[config.mk]
export PLATFORM = sky130hd
export DESIGN_NAME = fifo_wr_arbiter
export DESIGN_NICKNAME = d
export VERILOG_FILES = /design/src/rtl/fifo_wr_arbiter.sv
export SDC_FILE = /design/constraint.sdc
export NUM_CORES = 1
export LEC_CHECK = 0
export CAP_MARGIN = 20
export CORE_ASPECT_RATIO = 0.75
export CORE_MARGIN = 2
export CORE_UTILIZATION = 43
export DETAILED_ROUTE_END_ITERATION = 16
export GPL_ROUTABILITY_DRIVEN = 0
export MAX_ROUTING_LAYER = met4
export PLACE_DENSITY_LB_ADDON = 0.15
export RECOVER_POWER = 100
export SYNTH_ARGS = -nofsm -noshare
export SYNTH_HDL_FRONTEND = slang
export SYNTH_SLANG_ARGS = --single-unit
[constraint.sdc]
create_clock -name wclk -period 1.8 [get_ports wclk]
set_input_delay 0.18 -clock wclk [delete_from_list [all_inputs] [get_ports wclk]]
set_output_delay 0.18 -clock wclk [all_outputs]
set_load 0.05 [all_outputs]
[src/rtl/fifo_wr_arbiter.sv]
// -----------------------------------------------------------------------------
// fifo_wr_arbiter
// Round-robin arbiter that lets one of N_REQ requesters at a time write a
// burst of words into the write side of a FIFO.
//
// A grant is decided in IDLE and takes effect on the next edge. Each grant
// ends with a release back to IDLE, so there is always at least one IDLE
// cycle between grants. A grant is released when its owner transfers a word
// flagged req_last, or when it transfers its MAX_BURST-th word.
//
// Ports
//   wclk       : clock, all state changes on the rising edge
//   wrst       : asynchronous active-high reset
//   req_valid  : [N_REQ] requester i offers a word
//   req_data   : [N_REQ*DATA_WIDTH] word of requester i at [i*DATA_WIDTH +: DATA_WIDTH]
//   req_last   : [N_REQ] offered word of requester i ends its packet
//   req_ready  : [N_REQ] requester i's word is accepted this cycle
//   wfull      : FIFO full flag
//   winc       : FIFO write enable
//   wdata      : FIFO write data (owner's word while granted, 0 in IDLE)
//   grant      : [N_REQ] one-hot current owner, 0 in IDLE
//   busy       : 1 while a grant is held
//   wr_count   : [16] total words written, wraps
// -----------------------------------------------------------------------------
module fifo_wr_arbiter #(
  parameter int N_REQ      = 4,
  parameter int DATA_WIDTH = 8,
  parameter int MAX_BURST  = 4
) (
  input  logic                        wclk,
  input  logic                        wrst,
  input  logic [N_REQ-1:0]            req_valid,
  input  logic [N_REQ*DATA_WIDTH-1:0] req_data,
  input  logic [N_REQ-1:0]            req_last,
  output logic [N_REQ-1:0]            req_ready,
  input  logic                        wfull,
  output logic                        winc,
  output logic [DATA_WIDTH-1:0]       wdata,
  output logic [N_REQ-1:0]            grant,
  output logic                        busy,
  output logic [15:0]                 wr_count
);

  localparam int IDX_W = $clog2(N_REQ);
  // Wide enough to hold MAX_BURST-1 for MAX_BURST up to 16.
  localparam int CNT_W = 5;

  typedef enum logic {
    ST_IDLE  = 1'b0,
    ST_GRANT = 1'b1
  } state_t;

  state_t               state_r;
  logic [IDX_W-1:0]     g_r;
  logic [IDX_W-1:0]     rr_r;
  logic [CNT_W-1:0]     burst_cnt_r;
  logic [15:0]          wr_count_r;
  logic [N_REQ-1:0]     grant_r;
  logic                 busy_r;

  logic [IDX_W-1:0]     pick_idx_s;
  logic                 pick_found_s;
  logic                 xfer_s;
  logic                 release_s;

  // Reduce an integer position into the requester index range.
  function automatic logic [IDX_W-1:0] wrap_idx(input int v);
    return IDX_W'(v % N_REQ);
  endfunction

  // One-hot vector with only bit idx set.
  function automatic logic [N_REQ-1:0] onehot(input logic [IDX_W-1:0] idx);
    logic [N_REQ-1:0] v;
    v      = {N_REQ{1'b0}};
    v[idx] = 1'b1;
    return v;
  endfunction

  // Round-robin pick: scanning from the farthest offset down to offset 0
  // leaves the valid requester closest to rr as the final choice.
  always_comb begin
    pick_idx_s   = {IDX_W{1'b0}};
    pick_found_s = |req_valid;
    for (int i = N_REQ - 1; i >= 0; i--) begin
      pick_idx_s = req_valid[wrap_idx(int'(rr_r) + i)] ? wrap_idx(int'(rr_r) + i) : pick_idx_s;
    end
  end

  // Transfer and release conditions for the current owner.
  always_comb begin
    xfer_s    = (state_r == ST_GRANT) && req_valid[g_r] && !wfull;
    release_s = xfer_s && (req_last[g_r] || (burst_cnt_r == CNT_W'(MAX_BURST - 1)));
  end

  // Handshake and write-data outputs follow the transfer condition in the same cycle.
  always_comb begin
    req_ready      = {N_REQ{1'b0}};
    req_ready[g_r] = xfer_s;
    winc           = xfer_s;
    if (state_r == ST_GRANT) begin
      wdata = req_data[int'(g_r)*DATA_WIDTH +: DATA_WIDTH];
    end else begin
      wdata = {DATA_WIDTH{1'b0}};
    end
  end

  // Arbitration FSM, burst/word counters and registered grant/busy.
  always_ff @(posedge wclk or posedge wrst) begin
    if (wrst) begin
      state_r     <= ST_IDLE;
      g_r         <= {IDX_W{1'b0}};
      rr_r        <= {IDX_W{1'b0}};
      burst_cnt_r <= {CNT_W{1'b0}};
      wr_count_r  <= 16'h0000;
      grant_r     <= {N_REQ{1'b0}};
      busy_r      <= 1'b0;
    end else begin
      case (state_r)
        ST_IDLE: begin
          if (pick_found_s) begin
            state_r     <= ST_GRANT;
            g_r         <= pick_idx_s;
            burst_cnt_r <= {CNT_W{1'b0}};
            grant_r     <= onehot(pick_idx_s);
            busy_r      <= 1'b1;
          end else begin
            state_r <= ST_IDLE;
          end
        end
        ST_GRANT: begin
          if (xfer_s) begin
            wr_count_r  <= wr_count_r + 16'd1;
            burst_cnt_r <= burst_cnt_r + CNT_W'(1);
            if (release_s) begin
              state_r <= ST_IDLE;
              rr_r    <= wrap_idx(int'(g_r) + 1);
              grant_r <= {N_REQ{1'b0}};
              busy_r  <= 1'b0;
            end else begin
              state_r <= ST_GRANT;
            end
          end else begin
            // Stalled by wfull or an idle owner: hold everything, no pre-emption.
            state_r <= ST_GRANT;
          end
        end
        default: begin
          state_r <= ST_IDLE;
          grant_r <= {N_REQ{1'b0}};
          busy_r  <= 1'b0;
        end
      endcase
    end
  end

  assign grant    = grant_r;
  assign busy     = busy_r;
  assign wr_count = wr_count_r;

endmodule

==> results.py <==
metrics = {
    "sta": {
        "worst_pin_slew_ps": 755,
        "finalSetupViolCount": 17,
        "fmax_mhz": 540,
        "slew_violations": 0,
        "fin_worst_skew_ps": 4.52,
        "hold_viol": 0,
        "fin_crit_ps": 1850,
        "post-route-period-util_pct": 103,
        "relSlewSlack_pct": 49.7,
        "setup_ws_ps": -50.7,
        "grt_setup_unrepaired": "yes",
        "setup_tns_ps": -544,
    },
    "synth": {
        "synth_compound_area_share_pct": 5.56,
        "synthAdderAreaFrac_pct": 4.07,
        "synthesis.area_mm2": 0.00185,
        "syn-num-nets": 214,
        "syn_area_per_cell_um2": 11.2,
        "yosys_warnings": 0,
        "synth_mux_area_share_pct": 15.2,
        "synth_xor_area_share_pct": 7.12,
        "synth_top_family_by_area": "simple AND/OR/NAND/NOR gates",
        "synth_cells": 165,
        "synthSimpleGateAreaFrac_pct": 22.0,
        "synth-seq-cells": 31,
        "synthArstFlopShare_pct": 100,
        "synth_cell_type_count": 37,
        "synth_edf_count": 0,
        "yosysSeqAreaShare_pct": 42.0,
        "synth_flop_cell": "dfrtp_1",
    },
    "critical_path": {
        "cpPeakStageDelay_ps": 520,
        "r2r-start": "g_r[0]",
        "crit_arrival_ps": 1670,
        "critPathCapture": "wdata[6]",
        "critPathRequiredTime_ps": 1620,
        "cpMostUsedCell": "buf_6",
        "reg2regPathDepth": 7,
        "worstSetupPathType": "reg -> out",
        "crit_path_end_kind": "output pin",
        "crit_chain": "buf_6 > mux4_2 > and2_4 > buf_6",
        "start_kind": "register",
        "rrSetupSlack_ps": -50,
        "slowest_stage": "mux4_2",
        "reg2reg_to": "rr_r[1]",
        "startpoint": "g_r[0]",
        "path_max_fanout": 8,
    },
    "route": {
        "vias": 1624,
        "drt-total-wl_um": 4630,
        "dr.pass1.iters": 4,
        "avgRoutedWirePerCell_um": 14.8,
        "drt_iter0_drc": 69,
        "drc": 0,
        "antenna_left": 0,
        "viasPerCell": 5.19,
    },
    "clock_tree": {
        "clockRootBuffer": "clkbuf_8",
        "clk_latency_ps": 280,
        "cts_tree": "built",
        "hold_buffers": 0,
        "htreeDepth": 2,
        "clk_pin_slew_ps": 60,
        "cts.sinks": 31,
        "clockBufferDepth": 2,
        "cts_buffers": 5,
    },
    "job": {
        "drv_cap": 0,
    },
    "floorplanning": {
        "die_w_um": 79.6,
        "ioPinCount": 77,
        "initial_core_util_pct": 45.2,
        "dieArea_mm2": 0.00484,
        "die_h_um": 60.7,
        "core_mm2": 0.00408,
        "rows": 20,
    },
    "global_route": {
        "grtUsageTotal_pct": 20.8,
        "antenna_found_initial": 0,
        "grt_pass1_wl_um": 7340,
        "grt_pass1_vias": 1482,
        "grt_max_degree": 32,
        "grt_overflow_total": 0,
    },
    "power": {
        "cellLeakagePower_nw": 1.29,
        "max-vdd-ir-drop_mv": 1.02,
        "powerDensity_mw_per_mm2": 1500,
    },
    "cells_and_area": {
        "fin_area_mm2": 0.00289,
        "fin_nets": 306,
        "area_growth_pct": 56.7,
        "n_antenna_cell": 0,
        "final_layout_size_suffix_gt1_share_pct": 25.2,
    },
    "placement": {
        "port-buffer-count": 76,
        "dpl_cell_area_mm2": 0.00271,
        "place_ws_ps": -53.8,
        "post-dp-hpwl_um": 3450,
    },
    "run_status": {
        "violations": "negative setup slack",
        "outcome": "finished with violations",
    },
    "min_path": {
        "hold_start": "wr_count[15]",
        "hold_path.class": "reg -> reg",
    },
}
## layout by cell type, fill, tap and decap left out, types with 6 or more instances in the layout
cell             count
ha_1                 6
xnor2_1             13
buf_4               11
inv_1                6
buf_6               13
dfrtp_1             30
clkbuf_1             6
nand4_1              8
dlygate4sd3_1        6
clkdlybuf4s50_1     55
mux4_2              10
nand2_1             19
and2_4               8
and3_1               7
## worst max-delay path, delay by kind of cell (launching register included)
| kind | cells | cell delay [ps] |
|---|---|---|
| multiplexers | 1 | 520 |
| buffers and inverters | 2 | 310 |
| flip-flops | 1 | 380 |
| AND/OR/NAND/NOR | 1 | 180 |
## registers in the layout (all words and copies together) (netlist names)
| signal | count |
|---|---|
| grant | 4 |
| busy | 1 |
| wr_count | 16 |
| burst_cnt_r | 5 |
| rr_r | 2 |
| state_r | 1 |
| g_r | 2 |
## how the worst min path moves through the flow
stage / endpoint / slack, ps / cells after the start
floorplan: burst_cnt_r[0] / 280 / 1
global placement: wr_count[15] / 460 / 1
detailed placement: wr_count[15] / 480 / 1
CTS: wr_count[10] / 290 / 3
global route: wr_count[11] / 500 / 1
finish: wr_count[15] / 480 / 1
## routing by layer
layer | routed length [um] | track usage, %
met1 | 2190 | 28.9
met2 | 2030 | 30.4
met5 | 0 | -
met3 | 364 | 5.21
met4 | 43 | 6.16
## area by class of cell
| class | count | area (um2) |
|---|---|---|
| Timing Repair Buffer | 93 | 915 |
| Multi-Input combinational cell | 119 | 1020 |
| Clock buffer | 7 | 76.3 |
| Sequential cell | 31 | 777 |
| Clock inverter | 1 | 5.00 |
| Fill cell | 321 | 1190 |
| Tap cell | 55 | 68.8 |
| Inverter | 7 | 33.8 |
## metrics by stage
stage	util (%)	hold slack [ps]	power, mW	cells
final	70.9	483	4.32	313
after global routing	70.9	499	4.58	313
after CTS	71.2	290	4.33	311
after detailed placement	66.5	476	3.55	301
after global placement	66.5	462	3.51	301
after floorplan	-	284	2.73	165
## cell usage after synthesis (3+ instances only)
cell | count | area [um2]
and2_1 | 8 | 50.1
and3_1 | 11 | 68.8
mux2i_1 | 4 | 40.0
nand3_1 | 4 | 20.0
nand2_1 | 19 | 71.3
buf_2 | 3 | 15.0
dfrtp_1 | 31 | 776
o32ai_1 | 4 | 35.0
a21oi_1 | 5 | 25.0
inv_1 | 6 | 22.5
nand4_2 | 4 | 50.1
ha_1 | 6 | 75.1
o21ai_0 | 4 | 20.0
nor2_1 | 4 | 15.0
nand4_1 | 4 | 25.0
mux4_2 | 10 | 225
xnor2_1 | 13 | 114
## logic make-up (layout without fill, tap and decap cells)
family | after synthesis | after routing
DFF | 31 | 31
muxes | 15 | 15
buffers and inverters | 15 | 108
xor gates and xnor gates | 15 | 15
adders and majority gates | 6 | 6
and+or+nand+nor | 67 | 67
AOI/OAI and AO/OA | 16 | 16
## power by group
group / internal, mW / leakage, nW / switching [mW]
sequential: 0.878 / 0.405 / 0.201
clock: 0.271 / 0.0422 / 0.245
combinational: 1.20 / 0.839 / 1.52
## repair_timing
action	CTS	global route
setup buffers	3	2
gates resized for setup	28	7
endpoints found under the setup margin	13	16
endpoints found under the hold margin	0	0
pin swaps	4	2
Power figures use the tool's default switching activity.
